### src/rtl/alu_op_sequencer.sv
// ============================================================================
// alu_op_sequencer
// ----------------------------------------------------------------------------
// Issue-side controller for the 32-bit combinational ALU in the multi-cycle
// datapath. Accepts one decoded RV32I ALU/branch request at a time, drives
// the ALU operand/select inputs from registers for EXEC_CYCLES cycles, then
// captures the result and presents a registered response until consumed.
//
// Parameters:
//   EXEC_CYCLES  cycles the ALU inputs are held before capture (1..15)
//   CNT_W        exec counter width, 2**CNT_W > EXEC_CYCLES
//
// Ports:
//   clk, rst_n                 clock, asynchronous active-low reset
//   req_valid / req_ready      request handshake
//   req_opcode/funct3/funct7   instruction fields used for decode
//   req_rs1/rs2/imm/rd         operands, I-immediate, destination register
//   alu_a/alu_b/alu_sel        registered drive to the external ALU
//   alu_out/alu_zero/alu_ovf   result and flags from the external ALU
//   rsp_valid / rsp_ready      response handshake
//   rsp_rd/data/we/taken/err   registered response fields
//
// Optional build macro:
//   ALU_OVF_TRAP_EN  when defined, signed overflow on ADD/SUB/ADDI raises
//                    rsp_err and suppresses rsp_we (data keeps wrapped value).
// ============================================================================
module alu_op_sequencer #(
    parameter int EXEC_CYCLES = 1,
    parameter int CNT_W       = 4
) (
    input  logic        clk,
    input  logic        rst_n,
    input  logic        req_valid,
    output logic        req_ready,
    input  logic [6:0]  req_opcode,
    input  logic [2:0]  req_funct3,
    input  logic [6:0]  req_funct7,
    input  logic [31:0] req_rs1,
    input  logic [31:0] req_rs2,
    input  logic [31:0] req_imm,
    input  logic [4:0]  req_rd,
    output logic [31:0] alu_a,
    output logic [31:0] alu_b,
    output logic [3:0]  alu_sel,
    input  logic [31:0] alu_out,
    input  logic        alu_zero,
    input  logic        alu_ovf,
    output logic        rsp_valid,
    input  logic        rsp_ready,
    output logic [4:0]  rsp_rd,
    output logic [31:0] rsp_data,
    output logic        rsp_we,
    output logic        rsp_taken,
    output logic        rsp_err
);

    localparam logic [6:0] OP_R = 7'b0110011;
    localparam logic [6:0] OP_I = 7'b0010011;
    localparam logic [6:0] OP_B = 7'b1100011;

    localparam logic [3:0] SEL_AND = 4'b0000;
    localparam logic [3:0] SEL_OR  = 4'b0001;
    localparam logic [3:0] SEL_ADD = 4'b0010;
    localparam logic [3:0] SEL_SUB = 4'b0110;
    localparam logic [3:0] SEL_SLT = 4'b0111;
    localparam logic [3:0] SEL_EQ  = 4'b1111;

    // Branch condition kinds, latched at accept and resolved at capture.
    localparam logic [1:0] BR_EQ = 2'd0;
    localparam logic [1:0] BR_NE = 2'd1;
    localparam logic [1:0] BR_LT = 2'd2;
    localparam logic [1:0] BR_GE = 2'd3;

    localparam logic [CNT_W-1:0] CNT_LOAD = CNT_W'(EXEC_CYCLES - 1);

    typedef enum logic [1:0] {
        IDLE = 2'd0,
        EXEC = 2'd1,
        RESP = 2'd2
    } state_t;

    state_t state_reg, state_next;

    logic [CNT_W-1:0] cnt_reg;
    logic [31:0]      alu_a_reg, alu_b_reg;
    logic [3:0]       alu_sel_reg;
    logic             is_branch_reg;
    logic [1:0]       br_kind_reg;
    logic             ovf_chk_reg;
    logic [4:0]       rsp_rd_reg;
    logic [31:0]      rsp_data_reg;
    logic             rsp_we_reg, rsp_taken_reg, rsp_err_reg;

    // ------------------------------------------------------------------
    // Request decode (combinational, consumed only on the accept edge)
    // ------------------------------------------------------------------
    logic       dec_legal;
    logic [3:0] dec_sel;
    logic       dec_use_imm;
    logic       dec_branch;
    logic [1:0] dec_br_kind;
    logic       dec_ovf_chk;

    always_comb begin
        dec_legal   = 1'b0;
        dec_sel     = SEL_AND;
        dec_use_imm = 1'b0;
        dec_branch  = 1'b0;
        dec_br_kind = BR_EQ;
        dec_ovf_chk = 1'b0;
        case (req_opcode)
            OP_R: begin
                if (req_funct7 == 7'b0000000) begin
                    dec_legal = 1'b1;
                    case (req_funct3)
                        3'b000:  begin dec_sel = SEL_ADD; dec_ovf_chk = 1'b1; end
                        3'b111:  dec_sel = SEL_AND;
                        3'b110:  dec_sel = SEL_OR;
                        3'b010:  dec_sel = SEL_SLT;
                        default: dec_legal = 1'b0;
                    endcase
                end else if (req_funct7 == 7'b0100000 && req_funct3 == 3'b000) begin
                    dec_legal   = 1'b1;
                    dec_sel     = SEL_SUB;
                    dec_ovf_chk = 1'b1;
                end
            end
            OP_I: begin
                // funct7 bits are part of the immediate here and ignored.
                dec_legal   = 1'b1;
                dec_use_imm = 1'b1;
                case (req_funct3)
                    3'b000:  begin dec_sel = SEL_ADD; dec_ovf_chk = 1'b1; end
                    3'b111:  dec_sel = SEL_AND;
                    3'b110:  dec_sel = SEL_OR;
                    3'b010:  dec_sel = SEL_SLT;
                    default: dec_legal = 1'b0;
                endcase
            end
            OP_B: begin
                dec_legal  = 1'b1;
                dec_branch = 1'b1;
                case (req_funct3)
                    3'b000:  begin dec_sel = SEL_EQ;  dec_br_kind = BR_EQ; end
                    3'b001:  begin dec_sel = SEL_SUB; dec_br_kind = BR_NE; end
                    3'b100:  begin dec_sel = SEL_SLT; dec_br_kind = BR_LT; end
                    3'b101:  begin dec_sel = SEL_SLT; dec_br_kind = BR_GE; end
                    default: dec_legal = 1'b0;
                endcase
            end
            default: dec_legal = 1'b0;
        endcase
    end

    logic accept, capture;
    assign accept  = (state_reg == IDLE) && req_valid;
    assign capture = (state_reg == EXEC) && (cnt_reg == '0);

    // Branch decision from the ALU result seen at the capture edge.
    logic taken_calc;
    always_comb begin
        taken_calc = 1'b0;
        case (br_kind_reg)
            BR_EQ:   taken_calc = alu_out[0];
            BR_NE:   taken_calc = ~alu_zero;
            BR_LT:   taken_calc = alu_out[0];
            BR_GE:   taken_calc = ~alu_out[0];
            default: taken_calc = 1'b0;
        endcase
    end

    logic ovf_trap;
`ifdef ALU_OVF_TRAP_EN
    assign ovf_trap = ovf_chk_reg & alu_ovf;
`else
    // Overflow is ignored in this build; tie off the flag paths.
    assign ovf_trap = 1'b0;
    logic unused_ovf;
    assign unused_ovf = &{1'b0, alu_ovf, ovf_chk_reg};
`endif

    // ------------------------------------------------------------------
    // FSM: state register
    // ------------------------------------------------------------------
    always_ff @(posedge clk or negedge rst_n) begin
        if (!rst_n) begin
            state_reg <= IDLE;
        end else begin
            state_reg <= state_next;
        end
    end

    // FSM: next-state logic
    always_comb begin
        state_next = state_reg;
        case (state_reg)
            IDLE: begin
                if (req_valid) begin
                    state_next = dec_legal ? EXEC : RESP;
                end
            end
            EXEC: begin
                if (cnt_reg == '0) begin
                    state_next = RESP;
                end
            end
            RESP: begin
                if (rsp_ready) begin
                    state_next = IDLE;
                end
            end
            default: state_next = IDLE;
        endcase
    end

    // FSM: outputs
    always_comb begin
        req_ready = 1'b0;
        rsp_valid = 1'b0;
        case (state_reg)
            IDLE:    req_ready = 1'b1;
            RESP:    rsp_valid = 1'b1;
            default: ;
        endcase
    end

    // ------------------------------------------------------------------
    // Datapath registers
    // ------------------------------------------------------------------
    always_ff @(posedge clk or negedge rst_n) begin
        if (!rst_n) begin
            cnt_reg       <= '0;
            alu_a_reg     <= '0;
            alu_b_reg     <= '0;
            alu_sel_reg   <= 4'b0000;
            is_branch_reg <= 1'b0;
            br_kind_reg   <= BR_EQ;
            ovf_chk_reg   <= 1'b0;
            rsp_rd_reg    <= '0;
            rsp_data_reg  <= '0;
            rsp_we_reg    <= 1'b0;
            rsp_taken_reg <= 1'b0;
            rsp_err_reg   <= 1'b0;
        end else begin
            if (accept) begin
                rsp_rd_reg <= req_rd;
                if (dec_legal) begin
                    alu_a_reg     <= req_rs1;
                    alu_b_reg     <= dec_use_imm ? req_imm : req_rs2;
                    alu_sel_reg   <= dec_sel;
                    is_branch_reg <= dec_branch;
                    br_kind_reg   <= dec_br_kind;
                    ovf_chk_reg   <= dec_ovf_chk;
                    cnt_reg       <= CNT_LOAD;
                end else begin
                    // Illegal op: respond immediately, ALU drive untouched.
                    rsp_data_reg  <= '0;
                    rsp_we_reg    <= 1'b0;
                    rsp_taken_reg <= 1'b0;
                    rsp_err_reg   <= 1'b1;
                end
            end else if (state_reg == EXEC) begin
                if (capture) begin
                    rsp_data_reg  <= is_branch_reg ? 32'd0 : alu_out;
                    rsp_taken_reg <= is_branch_reg & taken_calc;
                    rsp_we_reg    <= ~is_branch_reg & (rsp_rd_reg != 5'd0) & ~ovf_trap;
                    rsp_err_reg   <= ovf_trap;
                end else begin
                    cnt_reg <= cnt_reg - CNT_W'(1);
                end
            end
        end
    end

    assign alu_a     = alu_a_reg;
    assign alu_b     = alu_b_reg;
    assign alu_sel   = alu_sel_reg;
    assign rsp_rd    = rsp_rd_reg;
    assign rsp_data  = rsp_data_reg;
    assign rsp_we    = rsp_we_reg;
    assign rsp_taken = rsp_taken_reg;
    assign rsp_err   = rsp_err_reg;

endmodule
### config.mk
export PLATFORM = sky130hd
export DESIGN_NAME = alu_op_sequencer
export DESIGN_NICKNAME = d
export VERILOG_FILES = /design/src/rtl/alu_op_sequencer.sv
export SDC_FILE = /design/constraint.sdc
export NUM_CORES = 1
export LEC_CHECK = 0
export BUFFER_PORTS_ARGS = -buffer_cell sky130_fd_sc_hd__buf_2
export CAP_MARGIN = 20
export CORE_MARGIN = 2
export CORE_UTILIZATION = 30
export DETAILED_ROUTE_END_ITERATION = 8
export PLACE_DENSITY_LB_ADDON = 0.25
export SETUP_SLACK_MARGIN = 0.4
export SYNTH_ARGS = -nofsm -noshare
export SYNTH_HDL_FRONTEND = slang
export SYNTH_SLANG_ARGS = --single-unit
export TNS_END_PERCENT = 30
### constraint.sdc
create_clock -name clk -period 2 [get_ports clk]
set_input_delay 0.2 -clock clk [delete_from_list [all_inputs] [get_ports clk]]
set_output_delay 0.2 -clock clk [all_outputs]
set_load 0.1 [all_outputs]
==> impl_metrics.yaml <==
route:
  vias: 4040
  ant_nets: 0
  drcViolationCount: 0
  viasPerCell: 4.54
  dr.pass1.iters: 4
  wirelength_um: 14000
  drt_iter0_drc: 120
  wl_per_cell_um: 15.7
synthesis:
  synth-seq-cells: 117
  ys_seq_area_share_pct: 54.7
  synth_top_area_share_pct: 54.7
  yosys_warnings: 0
  synth_cell_types: 44
  yosys.area.top_type: "dfrtp_1"
  syn-cell-area_sq_um: 5360
  synth_area_leaders: "dfrtp_1, mux2_4, mux2_2"
  synthesis.instances: 354
  synth.avg_cell_area_sq_um: 15.1
  syn_nets: 511
floorplanning:
  die_area_sq_um: 18900
  die-height_um: 138
  die_x_um: 138
  io_pins: 266
  start_util_pct: 30.9
  core_sq_um: 17400
  core.rowCount: 48
power:
  power_frac_seq_pct: 35.9
  clkPwrFrac_pct: 40.2
  power.switching_mw: 2.39
  switching_share_pct: 33.1
  p_comb_share_pct: 23.9
  p_per_area_nw_per_um2: 921
  finalPower_mw: 7.23
  power.internal_mw: 4.84
  ir_drop_mv: 0.512
  p_leak_nw: 4.39
worst_setup_path:
  arrival_ps: 1970
  r2r_setup_slack_ps: 370
  reg2reg_depth: 8
  setup.worst_path.end: "rsp_data[2]$_DFFE_PN0P_"
  start_kind: "register"
  cp.required_ps: 2340
  worst-path-max-fanout: 8
  crit_path_end_kind: "register"
  reg2reg_from: "cnt_reg[1]$_DFFE_PN0P_"
  critPathKind: "reg -> reg"
  startpoint: "cnt_reg[1]$_DFFE_PN0P_"
  r2r_end: "rsp_data[2]$_DFFE_PN0P_"
clock_tree:
  clk_pin_slew_ps: 60
  clockBufferDepth: 2
  cts.sinks: 117
  clk_latency_ps: 410
  cts_tree: "done"
  root_buffer: "clkbuf_16"
  h-tree-depth: 4
  numCtsBuffers: 17
finish:
  finish.utilization_pct: 45.2
  drive_gt1_share_pct: 67.3
  most-common-layout-cells: "buf_2, dfrtp_1, mux2_4"
  final_nets: 807
  final_common_cell: "buf_2"
  area_growth_syn_to_layout_pct: 46.7
  finalInstanceArea_sq_um: 7850
  instances_no_fill: 890
global_routing:
  grt_pass1_wl_um: 21100
  antenna_found_initial: 2
  grt_pass1_vias: 4182
  grt_use_total_pct: 14.4
  grt_max_degree: 45
  gr-total-overflow: 0
timing:
  finClkSkew_ps: 6.84
  fmax_mhz: 614
  min_period_ps: 1630
  rsz0062_at_grt: "yes"
  setup_ws_ps: 372
  tightestPinTransition_ps: 556
  finalCritPeriodShare_pct: 81.4
  setup_viol: 0
  slew_violations: 0
  maxSlewHeadroom_pct: 62.9
  hold_viol: 0
place:
  post-dp-hpwl_um: 10100
  placed_cell_area_sq_um: 7060
  gp_congestion: 0.789
  port_buffers: 264
  dp.cells: 842
  pre_cts_ws_ps: -72.9
min_path:
  holdCritPathClass: "in -> reg"
run_status:
  status: "completed"
run:
  max_cap_viol_count: 0
power by group through the flow:
| stage | Combinational (mW) | Sequential, mW | Clock [mW] |
|---|---|---|---|
| after detailed placement | 1.67 | 2.64 | 0 |
| after floorplan | 0.378 | 3.50 | 0 |
| final | 1.73 | 2.59 | 2.91 |
| after CTS | 1.71 | 2.59 | 3.01 |
| after global placement | 1.65 | 2.63 | 0 |
| after global routing | 1.81 | 2.61 | 3.13 |
repair_timing:
action / 4_1_cts / 5_1_grt
buffers inserted: 4 / 2
gates resized for setup: 3 / 7
hold buffers: 5 / 0
gates cloned: 1 / 2
hold endpoints to repair: 40 / 0
setup endpoints to repair: 104 / 110
pin swaps: 1 / 25
synthesized netlist by cell type, drive strengths merged:
library cell and number:
nand2 8, o2bb2ai 2, a211o 1, nand4b 1
o22a 1, nand2b 6, and4b 1, nor3b 1
nand3b 1, and4bb 2, o22ai 1, buf 10
a22o 34, inv 7, nand4 1, o21a 1
nor2b 5, nor4 1, mux2 105, a31o 2
or3 1, clkbuf 7, a32o 3, or4 1
o21ai 3, mux2i 3, and3 1, a21o 1
o311ai 2, a31oi 2, dfrtp 117, o31ai 2
nor2 7, nor3 3, a21oi 6, ha 1
nand3 1, and2 2
worst min path at each step:
stage / startpoint / end / slack [ps] / cells after the start
CTS: alu_out[21] / rsp_data[21]$_DFFE_PN0P_ / 0.6 / 2
global placement: rst_n / rsp_rd[3]$_DFFE_PN0P_ / 220 / 1
global route: req_rs1[2] / alu_a[2]$_DFFE_PN0P_ / 7 / 2
finish: req_rs1[2] / alu_a[2]$_DFFE_PN0P_ / 20 / 2
detailed placement: rst_n / rsp_rd[3]$_DFFE_PN0P_ / 230 / 1
floorplan: rst_n / alu_a[0]$_DFFE_PN0P_ / -100 / 0
layer usage:
metal | share of wire, % | GRT usage (%) | vias to the layer above
met5 | 0.071 | 0 | -
met4 | 2.1 | 5.67 | 2
met1 | 42 | 18.1 | 1944
met2 | 47 | 22.3 | 163
li1 | - | - | 1910
met3 | 8.9 | 5.81 | 21
logic make-up after synthesis:
family | after synthesis | share of synthesized area, %
buffers and inverters | 24 | 3.08
DFF | 117 | 54.7
AOI/OAI and AO/OA | 61 | 9.77
adders and majority gates | 1 | 0.234
muxes | 108 | 27.2
and+or+nand+nor | 43 | 5.05
area by class of cell:
cell class                 instances  area [sq um]
clock buffer                      22           484
tap                              225           282
antenna                            2          5.00
clock inverter                    10          97.6
multi-input combinational        213          2300
timing repair buffer             294          1730
inverter                           7          26.3
sequential                       117          2930
fill                            1636          9500
worst max-delay path, cell delays in order, from the launching register on:
cell	delay [ps]
dfrtp_1	380
inv_2	80
ha_4	150
nand2b_4	70
or3_4	350
nor2_4	110
buf_6	130
clkbuf_16	150
a22o_1	140
stage by stage:
step | TNS [ps] | hold slack [ps]
4_1_cts | 0 | 0.602
3_3_place_gp | -3310 | 217
3_5_place_dp | -3950 | 233
6_report | 0 | 21.4
2_1_floorplan | 0 | -95.6
5_1_grt | 0 | 6.56
Power figures use the tool's default switching activity.
